$ cat src/rtl/oflow_best_match_selector.sv
// oflow_best_match_selector
//   Consumes the valid/score/id stream from oflow_similarity_metric for one
//   current object and tracks the best (lowest) and second-best candidates
//   among num_prev previous-frame objects.
//
// Ports:
//   clk          system clock, all state updates on rising edge
//   reset_N      synchronous active-high reset
//   start        one-cycle pulse, begins collection for a new current object
//   num_prev     number of scores to expect (sampled on start)
//   threshold    acceptance limit for best_score (sampled on start)
//   valid_in     score_in/id_in valid this cycle
//   score_in     similarity cost, lower is better
//   id_in        id of the previous object that produced score_in
//   busy         high while collecting
//   done         one-cycle pulse when the result is final
//   best_score   lowest score seen, best_id its id
//   second_score second-lowest score seen, second_id its id
//   match_found  at least one score received and best_score <= threshold
//   stray_err    sticky: valid_in arrived while not collecting
module oflow_best_match_selector #(
    parameter int SCORE_LEN = 16,
    parameter int ID_LEN    = 7,
    parameter int CNT_LEN   = 7
) (
    input  logic                 clk,
    input  logic                 reset_N,
    input  logic                 start,
    input  logic [CNT_LEN-1:0]   num_prev,
    input  logic [SCORE_LEN-1:0] threshold,
    input  logic                 valid_in,
    input  logic [SCORE_LEN-1:0] score_in,
    input  logic [ID_LEN-1:0]    id_in,
    output logic                 busy,
    output logic                 done,
    output logic [SCORE_LEN-1:0] best_score,
    output logic [ID_LEN-1:0]    best_id,
    output logic [SCORE_LEN-1:0] second_score,
    output logic [ID_LEN-1:0]    second_id,
    output logic                 match_found,
    output logic                 stray_err
);

    typedef enum logic [1:0] {
        IDLE,
        COLLECT,
        DONE
    } state_t;

    localparam logic [CNT_LEN-1:0] CNT_ONE = CNT_LEN'(1);

    state_t               state;
    logic [CNT_LEN-1:0]   cnt;
    logic [CNT_LEN-1:0]   num_lat;
    logic [SCORE_LEN-1:0] thr_lat;

    always_ff @(posedge clk) begin
        if (reset_N) begin
            state        <= IDLE;
            busy         <= 1'b0;
            done         <= 1'b0;
            match_found  <= 1'b0;
            stray_err    <= 1'b0;
            best_score   <= '1;
            best_id      <= '0;
            second_score <= '1;
            second_id    <= '0;
            cnt          <= '0;
            num_lat      <= '0;
            thr_lat      <= '0;
        end else begin
            done <= 1'b0;

            // A valid coinciding with start is never counted, so it is stray too.
            if (valid_in && (start || state != COLLECT)) begin
                stray_err <= 1'b1;
            end

            // start restarts from any state; in COLLECT it aborts without done.
            if (start) begin
                num_lat      <= num_prev;
                thr_lat      <= threshold;
                cnt          <= '0;
                best_score   <= '1;
                best_id      <= '0;
                second_score <= '1;
                second_id    <= '0;
                match_found  <= 1'b0;
                if (num_prev == '0) begin
                    state <= DONE;
                    busy  <= 1'b0;
                    done  <= 1'b1;
                end else begin
                    state <= COLLECT;
                    busy  <= 1'b1;
                end
            end else begin
                case (state)
                    IDLE: begin
                    end
                    COLLECT: begin
                        if (valid_in) begin
                            cnt <= cnt + CNT_ONE;
                            // Strict compares keep the earlier candidate on ties.
                            if (score_in < best_score) begin
                                second_score <= best_score;
                                second_id    <= best_id;
                                best_score   <= score_in;
                                best_id      <= id_in;
                            end else if (score_in < second_score) begin
                                second_score <= score_in;
                                second_id    <= id_in;
                            end
                            if (cnt == num_lat - CNT_ONE) begin
                                state <= DONE;
                                busy  <= 1'b0;
                                done  <= 1'b1;
                            end
                        end
                    end
                    DONE: begin
                        match_found <= (cnt != '0) && (best_score <= thr_lat);
                        state       <= IDLE;
                    end
                    default: begin
                        state <= IDLE;
                        busy  <= 1'b0;
                    end
                endcase
            end
        end
    end

endmodule

$ cat config.mk
export PLATFORM = sky130hd
export DESIGN_NAME = oflow_best_match_selector
export DESIGN_NICKNAME = d
export VERILOG_FILES = /design/src/rtl/oflow_best_match_selector.sv
export SDC_FILE = /design/constraint.sdc
export NUM_CORES = 1
export LEC_CHECK = 0
export ABC_AREA = 1
export CAP_MARGIN = 5
export CORE_MARGIN = 5
export CORE_UTILIZATION = 52
export DETAILED_ROUTE_END_ITERATION = 10
export MAX_ROUTING_LAYER = met4
export PLACE_DENSITY = 0.87
export SLEW_MARGIN = 20
export SYNTH_ARGS = -nofsm -noshare
export SYNTH_HDL_FRONTEND = slang
export SYNTH_SLANG_ARGS = --single-unit
$ cat constraint.sdc
create_clock -name clk -period 2.1 [get_ports clk]
set_input_delay 0.42 -clock clk [delete_from_list [all_inputs] [get_ports clk]]
set_output_delay 0.42 -clock clk [all_outputs]
set_load 0.02 [all_outputs]
==> results.md, run 1 <==
- Mapped Area: roughly 0.0047 mm²
- Number of diodes: 0
- Worst reg2reg path startpoint: best_score[15]
- R2R Setup Slk: around 0.06 ns
- CP top delay family: buffers and inverters
- Gpl congestion: between 0.9 and 1
- Status: complete, no violations
- WS Path Type: in -> reg
- Max Transition Viols Final: 0
- Ratio of cells with drive above 1 in the final layout: a little over an eighth
- Via count: approximately 5,300
- Area contributors post-synth: dfxtp_1 (35%), nand2_1 (14%), ha_1 (13%), nand3_1 (9.5%), inv_1 (6.4%)
- Dpl hpwl: about 11 mm
- Synth Area per Inst: just under 7 µm²
- Final hold viol count: 0
- Sequential element share of the synthesized area: 34.79%
- Async S/R FF share, synth: 0%
- Headroom to the max-slew limit: 65.51%
- Register share of total power: between 40 and 50%
- Critical Path End Type: register
- Fin Hold WS: 0.4409 ns
- Cells after DPL: between 900 and 1,000
- Crit path depth: 11
- Antenna viol nets, final: 0
- Sw frac: a little under a third
- NetSw: about 1.1 mW
- Cts hold-fix bufs: 0
- Final period util: a little under 100%
- Data required time of the worst path: 2.35 ns
- Io pins: 100
- Power per Cell Area: approximately 560 mW/mm²
- Hold/Removal Path Class: in -> reg
- Number of max-cap violations: 0
- Post-DP Area: just over 0.006 mm²
- Worst vdd ir: between 0.4 and 0.5 mV
- Final worst setup slack: 0.01418 ns
- Max FO, Critical Path: 6
- Clk sink count: 82
- CP arrival: about 2.3 ns
- Insertion delay to the later sink of the worst-skew pair: between 0.3 and 0.4 ns
- Post-synth EDFFs: 0
- H-tree depth: 3
- Dpl ws: -0.5222 ns
- First-pass GRT wire length: about 23 mm
- Syn. warnings: 0
- Layout Nets: 930
- Design Area, Final: between 0.006 and 0.007 mm²
- Setup crit end: best_id[1]
- Num CTS Buffers: 9
- GRT overflow: 0
- # setup viols final: 0
- Most frequent cells in the layout: nand2_1 (178), nand3_1 (89), clkdlybuf4s50_1 (88)
- Most common cell after layout, fill and taps aside: nand2_1
- Slowest CP cell: clkdlybuf4s50_1
- Fmax: 0.4794 GHz
- Slew @ Worst Pin: 0.5167 ns
- Drt first-iter violations: ~270
- CTS tree: built
- Initial antenna violation count: 0
- Seq cells post-synth: between 80 and 90
- Cells after Synth: between 600 and 700
- Largest net degree at the start of global routing: 33
- FF/Latch Area: about 0.0016 mm²
- CP Launch Type: primary input
- P&R area growth vs syn: 39.72%
- Port buffer count: between 90 and 100
- Syn_nets: roughly 800
- Most used DFF post-synth: dfxtp_1
- Path depth of the worst reg2reg path: 13
- Worst Path Buf+Inv: 4
- Total Die Area: between 0.01 and 0.015 mm²
- Worst path cell trace: clkdlybuf4s50_1 > ha_1 > nand2_1 > o21ai_1 > a21oi_2 > buf_4 > nand3_4 > buf_6 > buf_4 > nand2_1 > a21oi_1
- Layout fillers: 606
- Clk_skew: approximately 0.010 ns
- Vias in the first global route: 5,125
- Area of the multi-input gates: 0.002745 mm²
- CP peak stage delay: 0.43 ns
- Pre-antenna DRT Iters: 5
- Routed wire length: 14.79 mm
- Gate power share: between 20% and 30%
- Rows: 34
- Die width: approximately 110 µm
- Cell taking the most area after synthesis: dfxtp_1
- Internal power: about 2.6 mW
- DRC: 0
- Leak: 3.337 nW
- Worst flop-to-flop path endpoint: second_score[0]
- Vias per Instance: about 5.6
- Drt wl/cell: between 15 and 20 µm
- RSZ-0062 raised after global routing: true
- CTS max path bufs: 2
- Clock transition at the registers of the reported paths: ~0.090 ns
- Worst Setup SP: score_in[11]
- Starting density of the core: a little over half
- Root Buffer: clkbuf_8
- Final std cells w/o fill: around 940
- Count of cell types in the netlist: 30
- Core area: between 0.008 and 0.009 mm²
- Setup TNS: 0 ns
- Share of total power in the clock network: about a third
- Min Tclk post-route: 2.086 ns
- GRT Overall Usage: 26.20%
- Die Span Y: 105.3 µm
- Share of the synthesized area in the top cell type: about a third
[worst register-to-register path, cell delays in order, from the launching register on]
cell and delay [ns]:
dfxtp_2 0.33, inv_1 0.06, ha_4 0.26, nand2_1 0.08
inv_1 0.08, nand3_2 0.09, nor3_2 0.25, nand2_2 0.14
buf_6 0.16, nand2_4 0.10, clkbuf_16 0.17, nand2_1 0.05
nand3_1 0.08, nand3_1 0.07
[sequential cells by signal, indices dropped and copies added, names as in the netlist]
register	flops
best_score	16
second_score	16
thr_lat	16
best_id	7
cnt	7
num_lat	7
second_id	7
state	2
busy	1
done	1
match_found	1
stray_err	1
[kinds of logic (layout without fill, tap and decap cells)]
logic type	after synthesis	count (layout)	share of synthesized area, %
AO/OA/AOI/OAI	101	101	11.11
XOR/XNOR	4	4	0.7426
AND/OR/NAND/NOR	338	338	30.36
buffers and inverters	112	262	9.997
adder cells (fa/ha/maj)	49	49	12.99
flip-flops	82	82	34.79
[layout make-up]
type                            count  share of cell area [%]
Tap cell                          108                   2.050
Clock inverter                      7                   1.177
Timing Repair Buffer              160                   23.33
Multi-Input combinational cell    492                   41.64
Sequential cell                    82                   24.96
Inverter                           86                   4.972
Clock buffer                        9                   1.879
[through the flow]
stage               util (%)  power (mW)
floorplan                  -       2.120
global placement       70.56       2.437
detailed placement     70.56       2.479
CTS                    73.29       3.643
global route           75.23       3.858
finish                 75.23       3.688
[power by group through the flow]
stage                     clock network, mW  registers [mW]  logic, mW
after CTS                              1.18            1.66      0.801
after detailed placement                  0            1.70      0.783
after floorplan                           0            1.73      0.388
after global placement                    0            1.69      0.744
final                                  1.19            1.66      0.841
after global routing                   1.27            1.67      0.925
[worst min-delay path by stage]
stage / end / cells past startpoint / startpoint / slack [ns]
6_report: best_score[2] / 4 / score_in[2] / 0.44
5_1_grt: best_score[1] / 4 / score_in[1] / 0.45
4_1_cts: thr_lat[1] / 2 / thr_lat[1] / 0.47
3_5_place_dp: thr_lat[1] / 2 / thr_lat[1] / 0.46
3_3_place_gp: thr_lat[15] / 2 / thr_lat[15] / 0.45
2_1_floorplan: thr_lat[1] / 2 / thr_lat[1] / 0.44
[synthesized netlist by cell type, types with 4 or more instances]
master / count
a21oi_1: 58
buf_2: 8
buf_6: 5
clkbuf_1: 11
dfxtp_1: 82
ha_1: 49
inv_1: 80
inv_2: 4
nand2_1: 181
nand2_2: 4
nand3_1: 90
nor2_1: 46
nor3_1: 7
o21ai_0: 38
[what timing repair did]
action	CTS	global route
setup endpoints to repair	44	46
gates resized for setup	16	32
pin swaps	5	18
setup buffers	0	1
gates cloned	0	2
[layer usage]
layer  up-vias  GRT usage [%]  part of all wire, %
li1       2524              -                    -
met1      2418          29.82                   38
met2       272          44.55                   50
met3        78          4.829                  7.7
met4         0          11.96                  4.4
met5         -              -                    0
Power figures use the tool's default switching activity.
==> inputs of run 2 (changes only) <==
--- a/config.mk
+++ b/config.mk
@@ -7,7 +7,6 @@
 export LEC_CHECK = 0
 export ABC_AREA = 1
 export CAP_MARGIN = 5
-export CORE_MARGIN = 5
 export CORE_UTILIZATION = 52
 export DETAILED_ROUTE_END_ITERATION = 10
 export MAX_ROUTING_LAYER = met4
==> run 2 against run 1 <==
  * Wire length down 9.1%
  * Sequential power about the same
  * Setup slack lost 0.0036 ns
  * Count of clock-buffer cells in the layout stayed put
  * Clock skew is 0.0016 ns higher
  * Maximum frequency shrank 0.17%
  * Worst hold slack got worse by 0.00054 ns
  * Global-route usage increased by 2.4 points
  * Sequential share of layout area grew 0.18 points
  * Sequential cell count did not move
  * Register-to-register slack about the same
==> results.md, run 2 (synthesis results as in run 1) <==
- Rows: 34
- Initial antenna violation count: 0
- First-pass GRT wire length: between 20 and 25 mm
- Data required time of the worst path: 2.33 ns
- Worst Path Buf+Inv: 3
- Post-DP Area: about 0.0062 mm²
- Number of max-cap violations: 0
- Drt wl/cell: between 10 and 15 µm
- Final worst setup slack: between 0.01 and 0.015 ns
- Clock transition at the registers of the reported paths: about 0.090 ns
- Worst path cell trace: clkdlybuf4s50_1 > ha_1 > a21oi_2 > o21ai_1 > a21oi_4 > buf_6 > nand2_2 > buf_6 > nand2_1 > nand2_1 > nand2_1 > nand3_1
- Ratio of cells with drive above 1 in the final layout: between 10% and 20%
- Min-delay src: score_in[9]
- Design Area, Final: between 0.006 and 0.007 mm²
- Dpl hpwl: between 10 and 15 mm
- Starting density of the core: 53.84%
- Min Tclk post-route: ~2.1 ns
- Clk_skew: around 0.012 ns
- Final std cells w/o fill: 942
- Leak: roughly 3.3 nW
- CP top delay family: buffers and inverters
- Io pins: 100
- Gpl congestion: ~0.94
- Most common cell after layout, fill and taps aside: nand2_1
- Cts hold-fix bufs: 0
- Slowest CP cell: clkdlybuf4s50_1
- Core area: around 0.009 mm²
- Max Transition Viols Final: 0
- Status: complete, no violations
- CP peak stage delay: 0.44 ns
- Worst vdd ir: between 0.3 and 0.4 mV
- H-tree depth: 3
- Slew @ Worst Pin: 0.5158 ns
- Total Die Area: approximately 0.0095 mm²
- Number of diodes: 0
- Routed wire length: about 13 mm
- Die Span Y: about 97 µm
- Num CTS Buffers: 9
- Drt first-iter violations: 346
- WS Path Type: in -> reg
- Power per Cell Area: between 500 and 600 mW/mm²
- CP Launch Type: primary input
- DRC: 0
- Hold endpoint: best_score[9]
- Pre-antenna DRT Iters: 5
- Largest regs: best_score (16), second_score (16), thr_lat (16)
- GRT overflow: 0
- Worst flop-to-flop path endpoint: second_score[7]
- CP dominant cell by count: nand2_1
- CTS max path bufs: 2
- Fmax: roughly 0.48 GHz
- Hold/Removal Path Class: in -> reg
- GRT Overall Usage: 28.64%
- Final period util: between 90% and 100%
- Insertion delay to the later sink of the worst-skew pair: 0.36 ns
- Headroom to the max-slew limit: approximately two thirds
- Vias per Instance: about 5.5
- Largest net degree at the start of global routing: 32
- Vias in the first global route: about 4,900
- PnR Total Power: 3.694 mW
- Die width: 97.26 µm
- P&R area growth vs syn: 38.42%
- Layout Nets: approximately 930
- Final hold viol count: 0
- Most frequent cells in the layout: nand2_1 (180), clkdlybuf4s50_1 (90), nand3_1 (89)
- Worst reg2reg path startpoint: best_score[15]
- Max FO, Critical Path: 9
- Via count: 5,210
- Cells after DPL: 924
- Dpl ws: -0.5191 ns
- Root Buffer: clkbuf_8
- Critical Path End Type: register
- Port buffer count: around 100
- CTS tree: built
- R2R Setup Slk: ~0.06 ns
- Antenna viol nets, final: 0
- CP arrival: ~2.3 ns
- # setup viols final: 0
- Clk sink count: slightly above 80
- Path depth of the worst reg2reg path: 14
- Hold depth: 4
- Fin Hold WS: 0.4403 ns
-- run 2: cell types whose count changed in the layout (fill, tap and decap cells not counted), sizes merged, moves of 2 or more --
cell / previous run / this run
clkdlybuf4s50: 88 / 90
inv: 86 / 88
clkinvlp: 3 / 0
dlygate4sd2: 5 / 3
-- run 2: cell type report --
cell class,instances,area (µm²)
clock inverters,7,85.08
multi-input cells,492,2713
repair buffers,158,1510
well taps,108,135.1
clock buffers,9,123.9
fillers,643,2232
inverters,86,322.8
flip-flops and latches,82,1642
-- run 2: stage by stage --
step | setup TNS, ns | utilization [%]
2_1_floorplan | 0 | -
3_3_place_gp | -16.75 | 70.47
3_5_place_dp | -20.20 | 70.47
4_1_cts | -0.03148 | 73.23
5_1_grt | -0.1630 | 74.53
6_report | 0 | 74.53
-- run 2: routing by layer --
metal	vias to the layer above	GRT usage, %	share of wire [%]
met5	-	-	0
met4	0	12.67	3.4
met3	38	3.237	6.2
met2	231	49.84	50
met1	2420	33.27	40
li1	2521	-	-
-- run 2: where the power goes --
part	total [mW]	switching, mW	internal [mW]
clock network	1.22	0.644	0.575
logic	0.815	0.437	0.378
registers	1.66	0.0396	1.62
-- run 2: how the worst max path moves through the flow --
stage,to,start,cells past startpoint,slack [ns]
global route,second_score[7],score_in[11],12,-0.06
global placement,second_score[0],score_in[15],13,-0.42
CTS,best_id[5],score_in[11],10,-0.02
detailed placement,second_score[7],score_in[15],14,-0.52
finish,second_score[7],score_in[11],12,0.01
floorplan,best_score[0],best_score[11],10,0.09
-- run 2: worst register-to-register path: stages, from the launching register on --
cell,delay (ns)
dfxtp_1,0.33
inv_1,0.05
ha_1,0.31
nand2_1,0.11
inv_1,0.06
nand3_2,0.08
inv_1,0.08
a21oi_4,0.23
buf_6,0.15
nand2_2,0.08
buf_6,0.15
nand2_1,0.08
nand2_1,0.07
nand2_1,0.06
nand3_1,0.08
-- run 2: repair_timing --
action,4_1_cts,5_1_grt
cloned,0,0
pin swaps,3,11
setup buffers,2,0
resized for setup,8,28
endpoints found under the setup margin,42,46
